$ cat config.mk
export PLATFORM = sky130hd
export DESIGN_NAME = screen_scanout
export DESIGN_NICKNAME = d
export VERILOG_FILES = /design/src/rtl/hack_vga_pkg.sv /design/src/rtl/vga_timing.sv /design/src/rtl/screen_scanout.sv
export SDC_FILE = /design/constraint.sdc
export NUM_CORES = 1
export LEC_CHECK = 0
export BUFFER_PORTS_ARGS = -buffer_cell sky130_fd_sc_hd__buf_2
export CAP_MARGIN = 30
export CORE_UTILIZATION = 55
export CTS_CLUSTER_DIAMETER = 200
export DETAILED_ROUTE_END_ITERATION = 7
export GPL_TIMING_DRIVEN = 0
export PLACE_DENSITY = 0.77
export SYNTH_ARGS = -nofsm -noshare
export SYNTH_HDL_FRONTEND = slang
export SYNTH_SLANG_ARGS = --single-unit
$ cat constraint.sdc
create_clock -name clk -period 5.5 [get_ports clk]
set_clock_uncertainty 0.15 [all_clocks]
set_input_delay 1.1 -clock clk [delete_from_list [all_inputs] [get_ports clk]]
set_output_delay 1.1 -clock clk [all_outputs]
set_load 0.005 [all_outputs]
$ cat src/rtl/hack_vga_pkg.sv
// Shared timing defaults, Hack image geometry and pixel types for the scanout path.
package hack_vga_pkg;

  localparam int unsigned H_ACTIVE_DEF = 640;
  localparam int unsigned H_FP_DEF     = 16;
  localparam int unsigned H_SYNC_DEF   = 96;
  localparam int unsigned H_BP_DEF     = 48;
  localparam int unsigned V_ACTIVE_DEF = 480;
  localparam int unsigned V_FP_DEF     = 10;
  localparam int unsigned V_SYNC_DEF   = 2;
  localparam int unsigned V_BP_DEF     = 33;

  localparam int unsigned X0_DEF = 64;
  localparam int unsigned Y0_DEF = 112;

  localparam int unsigned IMG_W         = 512;
  localparam int unsigned IMG_H         = 256;
  localparam int unsigned WORDS_PER_ROW = 32;
  localparam int unsigned WORD_BITS     = 16;

  // Counter width covers totals up to 1024 pixels/lines.
  localparam int unsigned CNT_W      = 10;
  localparam int unsigned ROW_W      = 8;
  localparam int unsigned WORD_IDX_W = 5;
  localparam int unsigned ADDR_W     = ROW_W + WORD_IDX_W;

  typedef struct packed {
    logic [3:0] r;
    logic [3:0] g;
    logic [3:0] b;
  } rgb_t;

endpackage

$ cat src/rtl/vga_timing.sv
// Horizontal/vertical position counters with registered sync and frame-start outputs.
module vga_timing
  import hack_vga_pkg::*;
#(
  parameter int unsigned H_ACTIVE = H_ACTIVE_DEF,
  parameter int unsigned H_FP     = H_FP_DEF,
  parameter int unsigned H_SYNC   = H_SYNC_DEF,
  parameter int unsigned H_BP     = H_BP_DEF,
  parameter int unsigned V_ACTIVE = V_ACTIVE_DEF,
  parameter int unsigned V_FP     = V_FP_DEF,
  parameter int unsigned V_SYNC   = V_SYNC_DEF,
  parameter int unsigned V_BP     = V_BP_DEF
) (
  input  logic             clk,
  input  logic             reset,
  input  logic             pix_ce,
  output logic [CNT_W-1:0] h,
  output logic [CNT_W-1:0] v,
  output logic             vga_hs,
  output logic             vga_vs,
  output logic             frame_start
);

  localparam logic [CNT_W-1:0] H_LAST   = CNT_W'(H_ACTIVE + H_FP + H_SYNC + H_BP - 1);
  localparam logic [CNT_W-1:0] V_LAST   = CNT_W'(V_ACTIVE + V_FP + V_SYNC + V_BP - 1);
  localparam logic [CNT_W-1:0] HS_FIRST = CNT_W'(H_ACTIVE + H_FP);
  localparam logic [CNT_W-1:0] HS_LAST  = CNT_W'(H_ACTIVE + H_FP + H_SYNC - 1);
  localparam logic [CNT_W-1:0] VS_FIRST = CNT_W'(V_ACTIVE + V_FP);
  localparam logic [CNT_W-1:0] VS_LAST  = CNT_W'(V_ACTIVE + V_FP + V_SYNC - 1);

  logic hs_c;
  logic vs_c;
  logic origin_c;

  // Sync decode of the current position, registered on the same tick as the pixel.
  always_comb begin
    hs_c     = !((h >= HS_FIRST) && (h <= HS_LAST));
    vs_c     = !((v >= VS_FIRST) && (v <= VS_LAST));
    origin_c = (h == '0) && (v == '0);
  end

  always_ff @(posedge clk) begin
    if (reset) begin
      h           <= '0;
      v           <= '0;
      vga_hs      <= 1'b1;
      vga_vs      <= 1'b1;
      frame_start <= 1'b0;
    end else begin
      frame_start <= 1'b0;
      if (pix_ce) begin
        vga_hs      <= hs_c;
        vga_vs      <= vs_c;
        frame_start <= origin_c;
        if (h == H_LAST) begin
          h <= '0;
          v <= (v == V_LAST) ? '0 : v + 1'b1;
        end else begin
          h <= h + 1'b1;
        end
      end
    end
  end

endmodule

$ cat src/rtl/screen_scanout.sv
// Scans the 512x256 Hack screen RAM out as VGA pixels inside a bordered active area.
module screen_scanout
  import hack_vga_pkg::*;
#(
  parameter int unsigned H_ACTIVE = H_ACTIVE_DEF,
  parameter int unsigned H_FP     = H_FP_DEF,
  parameter int unsigned H_SYNC   = H_SYNC_DEF,
  parameter int unsigned H_BP     = H_BP_DEF,
  parameter int unsigned V_ACTIVE = V_ACTIVE_DEF,
  parameter int unsigned V_FP     = V_FP_DEF,
  parameter int unsigned V_SYNC   = V_SYNC_DEF,
  parameter int unsigned V_BP     = V_BP_DEF,
  parameter int unsigned X0       = X0_DEF,
  parameter int unsigned Y0       = Y0_DEF,
  parameter logic [3:0]  BORDER   = 4'h0
) (
  input  logic              clk,
  input  logic              reset,
  input  logic              pix_ce,
  output logic [ADDR_W-1:0] screen_read_address,
  input  logic [15:0]       read_value,
  output logic [3:0]        vga_r,
  output logic [3:0]        vga_g,
  output logic [3:0]        vga_b,
  output logic              vga_hs,
  output logic              vga_vs,
  output logic              frame_start
);

  localparam logic [CNT_W-1:0] H_ACT    = CNT_W'(H_ACTIVE);
  localparam logic [CNT_W-1:0] V_ACT    = CNT_W'(V_ACTIVE);
  localparam logic [CNT_W-1:0] IMG_X0   = CNT_W'(X0);
  localparam logic [CNT_W-1:0] IMG_X1   = CNT_W'(X0 + IMG_W);
  localparam logic [CNT_W-1:0] IMG_Y0   = CNT_W'(Y0);
  localparam logic [CNT_W-1:0] IMG_Y1   = CNT_W'(Y0 + IMG_H);
  localparam logic [CNT_W-1:0] FETCH_X0 = CNT_W'(X0 - 2);
  localparam logic [CNT_W-1:0] FETCH_X1 = CNT_W'(X0 + IMG_W - 2);

  logic [CNT_W-1:0]     h;
  logic [CNT_W-1:0]     v;
  logic [3:0]           col_lsb;
  logic [8:0]           fcol;
  logic [ROW_W-1:0]     row;
  logic                 in_rows;
  logic                 in_img;
  logic                 active;
  logic                 fetch;
  logic                 load;
  logic                 pix_bit;
  logic [3:0]           img_nib;
  rgb_t                 pix_nxt;
  logic [WORD_BITS-1:0] prefetch;
  logic [WORD_BITS-1:0] shift;
  logic                 fetch_pending;

  vga_timing #(
    .H_ACTIVE (H_ACTIVE),
    .H_FP     (H_FP),
    .H_SYNC   (H_SYNC),
    .H_BP     (H_BP),
    .V_ACTIVE (V_ACTIVE),
    .V_FP     (V_FP),
    .V_SYNC   (V_SYNC),
    .V_BP     (V_BP)
  ) u_timing (
    .clk         (clk),
    .reset       (reset),
    .pix_ce      (pix_ce),
    .h           (h),
    .v           (v),
    .vga_hs      (vga_hs),
    .vga_vs      (vga_vs),
    .frame_start (frame_start)
  );

  // Region decode; fcol is offset by 2 so fetches land two ticks before each word.
  always_comb begin
    col_lsb = 4'(h - IMG_X0);
    fcol    = 9'(h - FETCH_X0);
    row     = ROW_W'(v - IMG_Y0);
    in_rows = (v >= IMG_Y0) && (v < IMG_Y1);
    in_img  = in_rows && (h >= IMG_X0) && (h < IMG_X1);
    active  = (h < H_ACT) && (v < V_ACT);
    fetch   = in_rows && (h >= FETCH_X0) && (h < FETCH_X1) && (fcol[3:0] == 4'd0);
    load    = in_img && (col_lsb == 4'd0);
    // On a load tick the shifter is not yet filled, so the first bit comes from prefetch.
    pix_bit = load ? prefetch[0] : shift[1];
    img_nib = pix_bit ? 4'h0 : 4'hF;
    pix_nxt = '0;
    if (active) begin
      if (in_img) pix_nxt = {3{img_nib}};
      else        pix_nxt = {3{BORDER}};
    end
  end

  always_ff @(posedge clk) begin
    if (reset) begin
      screen_read_address <= '0;
      prefetch            <= '0;
      shift               <= '0;
      fetch_pending       <= 1'b0;
      vga_r               <= '0;
      vga_g               <= '0;
      vga_b               <= '0;
    end else begin
      // RAM data is captured one clk after the address moves, independent of pix_ce.
      fetch_pending <= pix_ce && fetch;
      if (fetch_pending) prefetch <= read_value;
      if (pix_ce) begin
        if (fetch) screen_read_address <= {row, fcol[WORD_IDX_W+3:4]};
        shift <= load ? prefetch : (shift >> 1);
        vga_r <= pix_nxt.r;
        vga_g <= pix_nxt.g;
        vga_b <= pix_nxt.b;
      end
    end
  end

endmodule

; Yosys cells after proc, flatten, opt, wreduce, memory -nomap -nowiden
; Cells that the tools add are included.
[op_classes]
add_sub_neg = 5
n_lt_le_gt_ge = 12
eq_ne = 2
mux = 7
bitwise_logic = 1
n_reduce_logical = 21
[ops]
columns = operator, count
row1 = "< comparator 10 bit, second input constant", 3
row2 = two-way mux 12 bit, 2
row3 = "adder 10 x 1 -> 10 bit, second input constant", 2
row4 = "== test 10 bit, second input constant", 2
row5 = ">= comparator 10 x 7 -> 1 bit, second input constant", 2
row6 = zero test 10 bit, 2
row7 = "< comparator 10 x 9 -> 1 bit, second input constant", 2
row8 = two-way mux 10 bit, 2
row9 = two-way mux 16 bit, 1
row10 = logical AND 1 bit, 12
row11 = ">= comparator 10 bit, second input constant", 1
row12 = ">= comparator 10 x 6 -> 1 bit, second input constant", 1
row13 = ">= comparator 10 x 9 -> 1 bit, second input constant", 1
row14 = "less-or-equal comparator 10 bit, second input constant", 1
row15 = "less-or-equal comparator 10 x 9 -> 1 bit, second input constant", 1
row16 = "subtractor 9 x 6 -> 9 bit, second input constant", 1
row17 = zero test 4 bit, 2
row18 = "subtractor 8 x 7 -> 8 bit, second input constant", 1
row19 = two-way mux 4 bit, 1
row20 = AND reduction 2 bit, 2
row21 = "subtractor 4 x 1 -> 4 bit, second input constant", 1
row22 = zero test 1 bit, 2
row23 = OR reduction 2 bit, 1
row24 = two-way mux 1 bit, 1
row25 = inverter 1 bit, 1
[totals]
register_bits = 81
elab_cells = 60

; Depth between registers and ports, before layout
[logic_depth]
word_depth = 9
ltp_mapped = 8
ltp_nobuf = 7

; Modules after synthesis
; Synthesis repeated with hierarchy kept, for this count alone.
[hier_totals]
hier_cells = 372
area_unflattened_um2 = 3385.7
[modules_own_cells]
columns = mod, instances, cells_per_inst, area_per_inst_um2, seq_area_each_um2
row1 = screen_scanout, 1, 233, 2208.4, 920.9
row2 = vga_timing, 1, 139, 1177.4, 460.4

; Worst setup path before layout
; No wires, ideal clock.
[synth_timing]
kind = input port to flip-flop
startpoint = in pix_ce
endpoint = reg screen_read_address[12]
setup_ns = 0.121
arrival_time_ns = 2.269
required_ns = 5.229
setup_slack_ns = 2.960
stages = 5
path_buffers = 1
path_cell_list = nand4b_1 or3_1 buf_2 nor3_4 mux2_2
[synth_between]
elab_chain_len = 1
[synth_lines]
columns = item, line
row1 = start: declaration, screen_scanout.sv:19  ; input logic pix_ce,
row2 = AND reduction 2 bit (no line), -
row3 = end signal: assignment, screen_scanout.sv:110  ; if (fetch) screen_read_address <= {row, fcol[WORD_IDX_W+3:4]};
row4 = end: declaration, screen_scanout.sv:20  ; output logic [ADDR_W-1:0] screen_read_address,
; No other way between the ends.
; A chain may end at the register's enable or synchronous reset.

; Worst setup path in the final report
[layout_timing]
startpoint = reg u_timing.v[5]
endpoint = reg screen_read_address[12]
[layout_between]
elab_chain_len = 6
[layout_lines]
columns = item, line
row1 = start: declaration, vga_timing.sv:18  ; output logic [CNT_W-1:0] v,
row2 = start signal: assignment, vga_timing.sv:57  ; v <= (v == V_LAST) ? '0 : v + 1'b1;
row3 = >= comparator 10 x 7 -> 1 bit or < comparator 10 x 9 -> 1 bit (tied branches), screen_scanout.sv:81  ; in_rows = (v >= IMG_Y0) && (v < IMG_Y1);
row4 = logical AND 1 bit, screen_scanout.sv:81
row5 = logical AND 1 bit (3 in series), screen_scanout.sv:84  ; fetch = in_rows && (h >= FETCH_X0) && (h < FETCH_X1) && (fcol[3:0] == 4'd0);
row6 = AND reduction 2 bit (no line), -
; Parallel ways exist; a longest one is shown, timed or not.

==> impl_metrics.json <==
{
  "status": "completed",
  "core_um2": 5990,
  "io_pins": 47,
  "dieArea_um2": 6630,
  "final_hold_viol_count": 0,
  "drc": 0,
  "synth_edf_count": 0,
  "ir_worst_vdd_mv": 0.150,
  "total_power_mw": 1.03,
  "drt_wl_total_um": 7940,
  "ctsResizeCount": 0,
  "postCtsSetupBuffers": 0,
  "synthCells": 383,
  "grt_first_pass_wirelength_um": 12900,
  "setup_ws_ns": 2.76,
  "ctsHoldBuffers": 0,
  "syn2layout_area_growth_pct": 15.8,
  "via_per_inst": 5.66,
  "grt-ovfl-total": 0,
  "grt_start_max_net_pins": 14,
  "leakagePower_nw": 1.60,
  "syn_avg_cell_area_um2": 9.05,
  "initial_core_util_pct": 57.9,
  "io_buffers": 46,
  "hpwl_um": 5630,
  "holdWs_ns": 0.324,
  "cap_violations": 0,
  "tightest_slew_ns": 0.671,
  "worstPathArrival_ns": 2.83,
  "cp_max_fo": 10,
  "layout-drive-gt1-share_pct": 19.6,
  "row_count": 28,
  "place.gp.congestion": 0.882,
  "synth.distinct_cells": 47,
  "cts.sink_count": 69,
  "regToRegSetupSlack_ns": 2.76,
  "fin_crit_ns": 2.74,
  "path_buf_inv": 1,
  "h-tree-depth": 3,
  "synth-async-reset-ratio_pct": 0,
  "tns_ns": 0,
  "yosysWarnings": 0,
  "startpoint_type": "flop",
  "cts_buffer_depth": 2,
  "drt_pre_antenna_iters": 4,
  "slew_viol_final": 0,
  "required_ns": 5.59,
  "final_common_cell": "dfxtp_1",
  "cts_buffers": 9,
  "vias": 2945,
  "synthFlopType": "dfxtp_1",
  "wl_per_cell_um": 15.3,
  "finalSetupViolations": 0,
  "path_clk_slew_ns": 0.08,
  "die_h_um": 81.4,
  "worstSetupPathType": "flop to flop",
  "timing.fmax_ghz": 0.364,
  "nets": 469,
  "rsz0062_at_grt": "no",
  "min_path_type": "flop to flop",
  "ant_nets": 0,
  "tritoncts": "built",
  "dp_slack_ns": 2.58,
  "clock_latency_ns": 0.35,
  "ys_seq_area_share_pct": 39.8,
  "antenna_found_initial": 0,
  "cp_slowest_cell": "dfxtp_1",
  "grt_pass1_vias": 2647,
  "drt_iter0_markers": 189,
  "crit_chain": "ha_1 -> nand2_1 -> o31a_1 -> or3_1 -> buf_2 -> nor3_4 -> mux2_2",
  "synth_nets": 412,
  "synth_area_um2": 3470,
  "ys_seq_elements": 69,
  "fp.dieW_um": 81.4,
  "slew_headroom_pct": 55.2,
  "cpLargestDelayFamily": "simple AND/OR/NAND/NOR gates",
  "critPathMaxStageDelay_ns": 0.53,
  "grt.total_usage_pct": 26.1,
  "clock_tree.root_cell": "clkbuf_8",
  "insertedDiodeCount": 0,
  "cp-end-kind": "flop",
  "p_per_area_nw_per_um2": 256,
  "finalCritPeriodShare_pct": 49.9,
  "final_cell_mix": "dfxtp_1 (69), buf_2 (52), nor2_1 (50), mux2i_1 (31)"
}
worst reg2reg max path, stage by stage, from the launching register on:
cell and delay [ns]:
dfxtp_1 0.53, ha_1 0.29, nand2_1 0.07, o31a_1 0.31
or3_1 0.38, buf_2 0.19, nor3_4 0.34, mux2_2 0.37
layer usage:
layer	GRT usage [%]	share of wire (%)	vias up
met4	9.11	1.2	0
met2	39.5	45	83
met1	36.8	49	1381
met5	0	0	-
met3	4.83	5.3	10
li1	-	-	1471
sequential cells by signal, indices dropped and copies added, names as in the netlist, 10 cells and up:
name	count
prefetch	16
shift	15
screen_read_address	13
u_timing.h	10
u_timing.v	10
where the power goes:
| part | switching, mW | internal [mW] | total (mW) |
|---|---|---|---|
| clock | 0.199 | 0.269 | 0.468 |
| sequential | 0.00520 | 0.507 | 0.512 |
| combinational | 0.0279 | 0.0180 | 0.0459 |
| total | 0.233 | 0.794 | 1.03 |
per-stage QoR:
step	cells	area (um^2)	util, %
2_1_floorplan	383	3470	-
3_3_place_gp	504	3790	63.3
3_5_place_dp	504	3790	63.3
4_1_cts	520	4020	67.0
5_1_grt	520	4020	67.0
6_report	520	4020	67.0
cell type report:
type	count	area (um^2)
plain buffers	41	221
clock buffers	11	141
clock inverters	5	83.8
fillers	501	1970
inverters	10	37.5
multi-input cells	263	1830
flip-flops and latches	69	1380
well taps	75	93.8
repair buffers	46	230
cells in the mapped netlist (all sizes together) (4+ instances only):
cell	n	area (um^2)
o211a	4	40.0
a21oi	11	55.1
nor4	4	25.0
a211oi	15	113
and2	4	25.0
clkbuf	18	67.6
a21o	4	30.0
ha	10	125
o31ai	8	60.1
and3	5	31.3
nand3	10	50.1
o211ai	12	90.1
dfxtp	69	1380
nor3	11	77.6
o21ai	4	20.0
inv	10	37.5
buf	23	154
nand4	8	50.1
mux2i	31	310
xor2	10	87.6
nor2	50	188
nand2	19	71.3
xnor2	13	114
kinds of logic after synthesis:
kind of cell / count (synthesis) / synth area share [%]
simple gates: 129 / 19.5
flops: 69 / 39.8
fa+ha+maj: 10 / 3.61
xor+xnor: 23 / 5.81
compound gates: 68 / 14.2
mux: 33 / 9.60
buf+inv: 51 / 7.47
worst paths after layout:
path / to / startpoint / cells past startpoint
setup / recovery: screen_read_address[12] / u_timing.v[5] / 7
hold / removal: shift[15] / shift[15] / 2
setup reg to reg: screen_read_address[12] / u_timing.v[5] / 7
hold reg to reg: shift[15] / shift[15] / 2
Note: power is estimated with default switching activity, not from simulation.
